`config.mk`:
```
export PLATFORM = sky130hd
export DESIGN_NAME = motion_segment_sequencer
export DESIGN_NICKNAME = d
export VERILOG_FILES = /design/src/rtl/motion_segment_sequencer.sv
export SDC_FILE = /design/constraint.sdc
export NUM_CORES = 1
export LEC_CHECK = 0
export BUFFER_PORTS_ARGS = -buffer_cell sky130_fd_sc_hd__buf_4
export CAP_MARGIN = 20
export CORE_ASPECT_RATIO = 0.8
export CORE_MARGIN = 4
export CORE_UTILIZATION = 30
export DETAILED_ROUTE_END_ITERATION = 6
export GPL_ROUTABILITY_DRIVEN = 0
export PLACE_DENSITY_LB_ADDON = 0.12
export SYNTH_ARGS = -nofsm -noshare
export SYNTH_HDL_FRONTEND = slang
export SYNTH_SLANG_ARGS = --single-unit
```
`constraint.sdc`:
```
create_clock -name clk -period 9 [get_ports clk]
set_clock_uncertainty 0.1 [all_clocks]
set_input_delay 0.9 -clock clk [delete_from_list [all_inputs] [get_ports clk]]
set_output_delay 0.9 -clock clk [all_outputs]
set_load 0.02 [all_outputs]
```
`src/rtl/motion_segment_sequencer.sv`:
```
// Segment queue that feeds acc_profile_gen: loads each queued v/a/j segment and paces acc_step.
// Optional MOTION_SEQ_AUTOSTOP_EN zeroes the generator on queue exhaustion and on abort.
module motion_segment_sequencer #(
  parameter int unsigned DEPTH = 4,
  parameter int unsigned AW    = 2
) (
  input  logic          clk,
  input  logic          reset,
  input  logic          seg_wr,
  input  logic [2:0]    seg_flags,
  input  logic [31:0]   seg_v,
  input  logic [31:0]   seg_a,
  input  logic [31:0]   seg_j,
  input  logic [31:0]   seg_dur,
  output logic          seg_full,
  output logic [AW:0]   seg_count,
  input  logic          start,
  input  logic          abort,
  input  logic          set_pos,
  input  logic [63:0]   pos_val,
  input  logic [15:0]   acc_div,
  output logic          busy,
  output logic          done,
  output logic          load,
  output logic          set_x,
  output logic          set_v,
  output logic          set_a,
  output logic          set_j,
  output logic [63:0]   x_val,
  output logic [31:0]   v_val,
  output logic [31:0]   a_val,
  output logic [31:0]   j_val,
  output logic          acc_step
);

`ifdef MOTION_SEQ_AUTOSTOP_EN
  localparam bit AutoStop = 1'b1;
`else
  localparam bit AutoStop = 1'b0;
`endif

  localparam logic [AW:0] FullCount = (AW+1)'(DEPTH);
  localparam logic [AW:0] OneCount  = (AW+1)'(1);

  typedef enum logic [1:0] {StIdle, StLoad, StRun, StEnd} state_e;

  state_e         state_q, state_d;
  logic [31:0]    rem_q, rem_d;
  logic [15:0]    div_q, div_d;
  logic [15:0]    presc_q, presc_d;
  logic [AW-1:0]  wr_ptr_q, rd_ptr_q;
  logic [AW:0]    count_q, count_d;

  logic [2:0]     flags_mem [DEPTH];
  logic [31:0]    v_mem     [DEPTH];
  logic [31:0]    a_mem     [DEPTH];
  logic [31:0]    j_mem     [DEPTH];
  logic [31:0]    dur_mem   [DEPTH];

  logic           push, pop, flush, full;
  logic           load_d, set_x_d, set_v_d, set_a_d, set_j_d, acc_step_d, done_d;
  logic [63:0]    x_val_d;
  logic [31:0]    v_val_d, a_val_d, j_val_d;

  assign full      = (count_q == FullCount);
  assign push      = seg_wr && !abort && (!full || pop);
  assign seg_count = count_q;

  always_ff @(posedge clk) begin
    if (push) begin
      flags_mem[wr_ptr_q] <= seg_flags;
      v_mem[wr_ptr_q]     <= seg_v;
      a_mem[wr_ptr_q]     <= seg_a;
      j_mem[wr_ptr_q]     <= seg_j;
      dur_mem[wr_ptr_q]   <= seg_dur;
    end
  end

  always_comb begin
    count_d = count_q;
    if (flush) begin
      count_d = '0;
    end else if (push && !pop) begin
      count_d = count_q + OneCount;
    end else if (pop && !push) begin
      count_d = count_q - OneCount;
    end
  end

  always_comb begin
    state_d    = state_q;
    rem_d      = rem_q;
    div_d      = div_q;
    presc_d    = presc_q;
    pop        = 1'b0;
    flush      = 1'b0;
    load_d     = 1'b0;
    set_x_d    = 1'b0;
    set_v_d    = 1'b0;
    set_a_d    = 1'b0;
    set_j_d    = 1'b0;
    acc_step_d = 1'b0;
    done_d     = 1'b0;
    x_val_d    = x_val;
    v_val_d    = v_val;
    a_val_d    = a_val;
    j_val_d    = j_val;

    if (abort) begin
      state_d = StIdle;
      flush   = 1'b1;
      rem_d   = '0;
      presc_d = '0;
      if (AutoStop) begin
        load_d  = 1'b1;
        set_v_d = 1'b1;
        set_a_d = 1'b1;
        set_j_d = 1'b1;
        v_val_d = '0;
        a_val_d = '0;
        j_val_d = '0;
      end
    end else begin
      unique case (state_q)
        StIdle: begin
          if (set_pos) begin
            load_d  = 1'b1;
            set_x_d = 1'b1;
            x_val_d = pos_val;
          end else if (start && count_q != '0) begin
            state_d = StLoad;
          end
        end
        StLoad: begin
          pop                        = 1'b1;
          load_d                     = 1'b1;
          {set_j_d, set_a_d, set_v_d} = flags_mem[rd_ptr_q];
          v_val_d                    = v_mem[rd_ptr_q];
          a_val_d                    = a_mem[rd_ptr_q];
          j_val_d                    = j_mem[rd_ptr_q];
          rem_d                      = dur_mem[rd_ptr_q];
          div_d                      = acc_div;
          presc_d                    = '0;
          // Zero-length segments apply their values and fall straight through.
          if (dur_mem[rd_ptr_q] != '0) begin
            state_d = StRun;
          end else if (count_q > OneCount) begin
            state_d = StLoad;
          end else begin
            state_d = StEnd;
          end
        end
        StRun: begin
          if (presc_q == div_q) begin
            acc_step_d = 1'b1;
            presc_d    = '0;
            rem_d      = rem_q - 32'd1;
            if (rem_q == 32'd1) begin
              state_d = (count_q != '0) ? StLoad : StEnd;
            end
          end else begin
            presc_d = presc_q + 16'd1;
          end
        end
        StEnd: begin
          done_d  = 1'b1;
          state_d = StIdle;
          if (AutoStop) begin
            load_d  = 1'b1;
            set_v_d = 1'b1;
            set_a_d = 1'b1;
            set_j_d = 1'b1;
            v_val_d = '0;
            a_val_d = '0;
            j_val_d = '0;
          end
        end
        default: state_d = StIdle;
      endcase
    end
  end

  always_ff @(posedge clk or posedge reset) begin
    if (reset) begin
      state_q  <= StIdle;
      rem_q    <= '0;
      div_q    <= '0;
      presc_q  <= '0;
      wr_ptr_q <= '0;
      rd_ptr_q <= '0;
      count_q  <= '0;
      seg_full <= 1'b0;
      busy     <= 1'b0;
      done     <= 1'b0;
      load     <= 1'b0;
      set_x    <= 1'b0;
      set_v    <= 1'b0;
      set_a    <= 1'b0;
      set_j    <= 1'b0;
      acc_step <= 1'b0;
      x_val    <= '0;
      v_val    <= '0;
      a_val    <= '0;
      j_val    <= '0;
    end else begin
      state_q  <= state_d;
      rem_q    <= rem_d;
      div_q    <= div_d;
      presc_q  <= presc_d;
      if (flush) begin
        wr_ptr_q <= '0;
        rd_ptr_q <= '0;
      end else begin
        if (push) wr_ptr_q <= wr_ptr_q + AW'(1);
        if (pop)  rd_ptr_q <= rd_ptr_q + AW'(1);
      end
      count_q  <= count_d;
      seg_full <= (count_d == FullCount);
      busy     <= (state_d != StIdle);
      done     <= done_d;
      load     <= load_d;
      set_x    <= set_x_d;
      set_v    <= set_v_d;
      set_a    <= set_a_d;
      set_j    <= set_j_d;
      acc_step <= acc_step_d;
      x_val    <= x_val_d;
      v_val    <= v_val_d;
      a_val    <= a_val_d;
      j_val    <= j_val_d;
    end
  end

endmodule

```
After elaboration in Yosys (flattened, before gate mapping)
Memories as Yosys holds them, arrays and structs flattened. A register that Yosys moved wholly into a read port is not among the register bits. Index checks and enable logic that the tools add are counted.

Flip-flop bits (word level): 146. RAM bits: 524. Input bits: 217. Output and inout bits: 172. Memories: 5.

Add/subtract/negate cells: 6. Order comparisons: 1. Equality and inequality tests: 8. Multiplexer cells: 43. Bitwise gates (word level): 1. Reductions and logical operators: 20.

Memory list: a_mem (words 4, width 32, rd ports 1, clocked after Yosys merged registers in 1, wr ports 1, line 56) `logic [31:0] a_mem [DEPTH];`; dur_mem (words 4, width 32, rd ports 1, clocked after Yosys merged registers in 0, wr ports 1, line 58) `logic [31:0] dur_mem [DEPTH];`; j_mem (words 4, width 32, rd ports 1, clocked after Yosys merged registers in 1, wr ports 1, line 57) `logic [31:0] j_mem [DEPTH];`; v_mem (words 4, width 32, rd ports 1, clocked after Yosys merged registers in 1, wr ports 1, line 55) `logic [31:0] v_mem [DEPTH];`; flags_mem (words 4, width 3, rd ports 1, clocked after Yosys merged registers in 0, wr ports 1, line 54) `logic [2:0] flags_mem [DEPTH];`.

Operators by type and width (number): $mux 32 (2); $pmux 32 s2 (1); $eq 32x1->1 const B (1); $mux 16 (2); $pmux 16 s2 (1); $reduce_bool 32->1 (1); $sub 32x1->32 const B (1); $mux 2 (12); $mux 1 (20); $add 16x1->16 const B (1); $eq 16x16->1 (1); $mux 3 (3); $pmux 2 s4 (1); $eq 3x3->1 const B (2); $reduce_bool 2->1 (3); $reduce_bool 3->1 (2); $logic_and 1x1->1 (5); $add 2x1->2 const B (2); $eq 2x2->1 const B (2); $logic_not 1->1 (4); $reduce_and 2->1 (2); $add 3x1->3 const B (1); $gt 3x1->1 const B (1); $ne 3x3->1 const B (1); other kinds (7) (7).

Longest topological paths before layout
Depth after elaboration: 11. Gate-level depth with buffers: 8. Depth with buffers taken out: 7.

Least setup slack after synthesis
Ideal clock, no wire load.

Path type: input-to-reg. Start: in seg_wr. End: mem a_mem[0][0], enable pin. Setup time: 506 ps. Data arrival time: 4532 ps. Path slack: 3863 ps. Stages: 4. Cells stage by stage: inv_1 > a311oi_1 > clkbuf_1 > and2_1.

Cells in the longest elaborated chain, start to end: 4.

Ends and longest elaborated chain: start, declared (line 9) `input logic seg_wr,`; $logic_and 1x1->1 (2 in series) (line 66) `assign push = seg_wr && !abort && (!full || pop);`; $mux 1 (line 70) `if (push) begin`; $mux 1 (not written as such) (line 73) `a_mem[wr_ptr_q] <= seg_a;`; end, declared (line 56).

No other way between the ends.

Worst setup path in the final report
Start: reg rd_ptr_q[0]. End: reg state_q[1].

Cells in the longest elaborated chain, start to end: 5.

Ends and longest elaborated chain: start, declared (line 51) `logic [AW-1:0] wr_ptr_q, rd_ptr_q;`; start signal, assigned (line 215) `if (pop) rd_ptr_q <= rd_ptr_q + AW'(1);`; $mem_v2 4x32; $reduce_bool 32->1 (line 145) `if (dur_mem[rd_ptr_q] != '0) begin`; $mux 2 (line 145); $pmux 2 s4 (line 124) `unique case (state_q)`; $mux 2 (line 109) `if (abort) begin`; via state_d[1] (line 47) `state_e state_q, state_d;`; end signal, assigned (line 185) `state_q <= StIdle;`; end signal, assigned (line 206) `state_q <= state_d;`; end, declared (line 47).

The timed path passes the listed nets, and every way through them passes these cells. A chain may end at the register's enable or synchronous reset.

==> results.yml <==
logic_synthesis:
  synth_xor_area_share_pct: 0.7145
  syn_nets: 2011
  synthesis.area_um2: 29420
  synth_top_family_by_area: "multiplexers"
  synth_mux_area_share_pct: 12.52
  synth_fa_ha_area_share_pct: 0.4678
  ys_types: 56
  synth.ff_latch_count: 766
  synth_edf_count: 524
  ys.flop_type: "edfxtp_1"
  postSynthCellCount: 1783
  yosysWarnings: 0
  async_flop_share_pct: 31.59
  syn_area_per_cell_um2: 16.50
  synth-compound-area-share_pct: 2.939
  ys_seq_area_share_pct: 74.07
  synth-simple-area-share_pct: 7.919
drt:
  wl_per_cell_um: 21.72
  first_pass_iters: 5
  drc_errors: 0
  routed_wl_mm: 77.46
  drt_iter0_drc: 1087
  drtAntennaViolNets: 0
  via_count: 16650
  viasPerCell: 4.669
floorplanning:
  fp-row-count: 102
  core_area_um2: 96990
  initial_core_util_pct: 30.33
  ios: 389
  die_h_um: 288.1
  dieArea_um2: 103200
  die_w_um: 358.1
layout:
  fin_nets: 2419
  fill_cells: 9215
  syn2layout_area_growth_pct: 24.68
  drive_gt1_share_pct: 33.02
  instances_no_fill: 3566
  design_area_um2: 36680
setup_path:
  cp_max_fo: 103
  required_ps: 9410
  arrival_ps: 4050
  crit_type: "register to register"
  endpoint_kind: "register"
  start_kind: "register"
  path_cells: "buf_12 > mux4_2 > nor4_1 > nand4_1 > nor2_1 > o21ai_0 > a21o_1"
  cpPeakStageDelay_ps: 860
  crit_slowest_cell: "dfrtp_4"
sta:
  finalSetupTns_ps: 0
  fin_crit_ps: 3643
  slew_viol_final: 0
  slew_headroom_pct: 31.88
  worst_pin_slew_ps: 1022
  setup_violations: 0
  rsz0062_at_grt: "no"
  fin_crit_sh_pct: 40.48
  timing.final.ws_setup_ps: 5357
  fmax_mhz: 274.5
  hold_violations: 0
global_routing:
  grtUsageMet3_pct: 4.187
  grt_pass1_vias: 17910
  grt_overflow: 0
  track_usage_pct: 14.94
  use_met2_pct: 24.33
  antenna_found_initial: 6
  busiest_layer: "met2"
  grt_pass1_wl_mm: 115.7
  grt_max_degree: 156
  use_met1_pct: 19.64
cts:
  cts_resized: 0
  postCtsSetupBuffers: 0
  htreeDepth: 3
  cts_buffer_depth: 3
  clk_latency_ps: 650
  cts_buffers: 85
  hold_buffers: 0
  clkSlewWorstSetupHoldPaths_ps: 60
  cts_tree: "built"
  cts.sinks: 766
  cts-root-buf: "clkbuf_16"
job:
  max_cap_violations: 0
outcome:
  outcome: "finished clean"
power:
  power.net_switching_w: 0.002599
  p_sw_share_pct: 27.37
  power_leakage_nw: 13.90
  clockPowerShare_pct: 36.7
  ir_worst_vdd_mv: 0.1174
  seqPwrFrac_pct: 46.3
  power_w: 0.009494
  pwr-share-comb_pct: 17.0
  power.density_nw_per_um2: 258.9
  p_int_w: 0.006896
place:
  numPortBuffers: 388
  dpl.cell_count: 3403
  dpl-instance-area_um2: 33840
  pre_cts_slack_ps: 5279
  dp_hpwl_mm: 46.51
worst_hold_path:
  min_path_type: "primary input to async pin"
[worst max-delay path: cells and delay by family (launching register included)]
family	cells	cell delay [ps]
multiplexers	1	680
AND/OR/NAND/NOR	3	680
flip-flops	1	860
buffers and inverters	1	780
AO/OA/AOI/OAI	2	380
[layer usage]
| layer | up-vias | wire [um] |
|---|---|---|
| li1 | 7543 | - |
| met2 | 438 | 36910 |
| met4 | 6 | 1915 |
| met3 | 119 | 5307 |
| met1 | 8545 | 33290 |
| met5 | - | 39 |
[power by group through the flow]
stage | logic (W) | clock network (W) | registers, W
global route | 0.00177 | 0.00376 | 0.00444
CTS | 0.00166 | 0.00361 | 0.00440
detailed placement | 0.00165 | 0 | 0.00446
finish | 0.00162 | 0.00348 | 0.00439
global placement | 0.00164 | 0 | 0.00446
floorplan | 0.000536 | 0 | 0.00475
[synthesized netlist by cell type (all sizes together) (3+ instances only)]
library cell	n	share of area (%)
a21oi	35	0.60
a22oi	5	0.13
a31oi	9	0.19
and2	6	0.13
and3	6	0.13
buf	28	0.43
clkbuf	62	0.79
dfrtp	242	21
edfxtp	524	53
ha	11	0.47
inv	12	0.15
mux2	65	2.5
mux4	131	10
nand2	369	4.7
nand2b	5	0.11
nand3	16	0.29
nand4	8	0.17
nor2	51	0.65
nor2b	6	0.13
nor3	25	0.48
nor3b	4	0.10
nor4	20	0.50
nor4b	3	0.089
o211ai	3	0.077
o21ai	67	1.1
o31ai	4	0.10
o41a	3	0.11
or2	3	0.064
or3	7	0.15
or4	4	0.11
xnor2	20	0.60
xor2	4	0.12
[flip-flops by register name, indices dropped and copies added, names as in the netlist, 2 cells and up]
register / flops
a_mem: 128
dur_mem: 128
j_mem: 128
v_mem: 128
x_val: 64
a_val: 32
j_val: 32
rem_q: 32
v_val: 32
div_q: 16
presc_q: 16
flags_mem: 12
seg_count: 3
rd_ptr_q: 2
state_q: 2
wr_ptr_q: 2
[final timing paths]
path                           endpoint  slack [ps]  cells past startpoint         from
min reg2reg                    a_val[1]         370                      2     a_val[1]
min                           j_val[12]         290                      2        reset
max reg2reg                  state_q[1]        5360                      7  rd_ptr_q[0]
max                          state_q[1]        5360                      7  rd_ptr_q[0]
min in group clk           v_mem[0][29]         350                      1    seg_v[29]
max in group asynchronous     j_val[10]        6980                      3        reset
[stage by stage]
stage / utilization (%) / hold WS [ps]
global route: 37.81 / 303.8
detailed placement: 34.89 / 363.3
floorplan: - / 366.5
CTS: 37.78 / 290.6
finish: 37.82 / 290.3
global placement: 34.89 / 360.5
[area by class of cell]
type | count | area (um2) | area share [%]
Sequential cell | 766 | 21800 | 59.43
Multi-Input combinational cell | 915 | 7258 | 19.79
Timing Repair Buffer | 411 | 3131 | 8.535
Clock buffer | 126 | 2391 | 6.519
Tap cell | 1300 | 1627 | 4.435
Clock inverter | 32 | 411.6 | 1.122
Inverter | 12 | 52.55 | 0.1433
Antenna cell | 4 | 10.01 | 0.02729
[placed cells by master, fill, tap and decap left out, drive strengths merged, types with 16 or more instances in the layout]
master  Yosys  routed
a21oi      35      35
buf        28     411
clkbuf     62     126
clkinv      0      20
dfrtp     242     242
edfxtp    524     524
inv        12      16
mux2       65      65
mux4      131     131
nand2     369     369
nand3      16      16
nor2       51      51
nor3       25      25
nor4       20      20
o21ai      67      67
xnor2      20      20
[cell families after synthesis]
group	count (synthesis)
adder cells (fa/ha/maj)	11
buffers and inverters	102
flip-flops	766
AO/OA/AOI/OAI	147
multiplexers	196
AND/OR/NAND/NOR	537
XOR/XNOR	24
(Power assumes the default switching activity.)
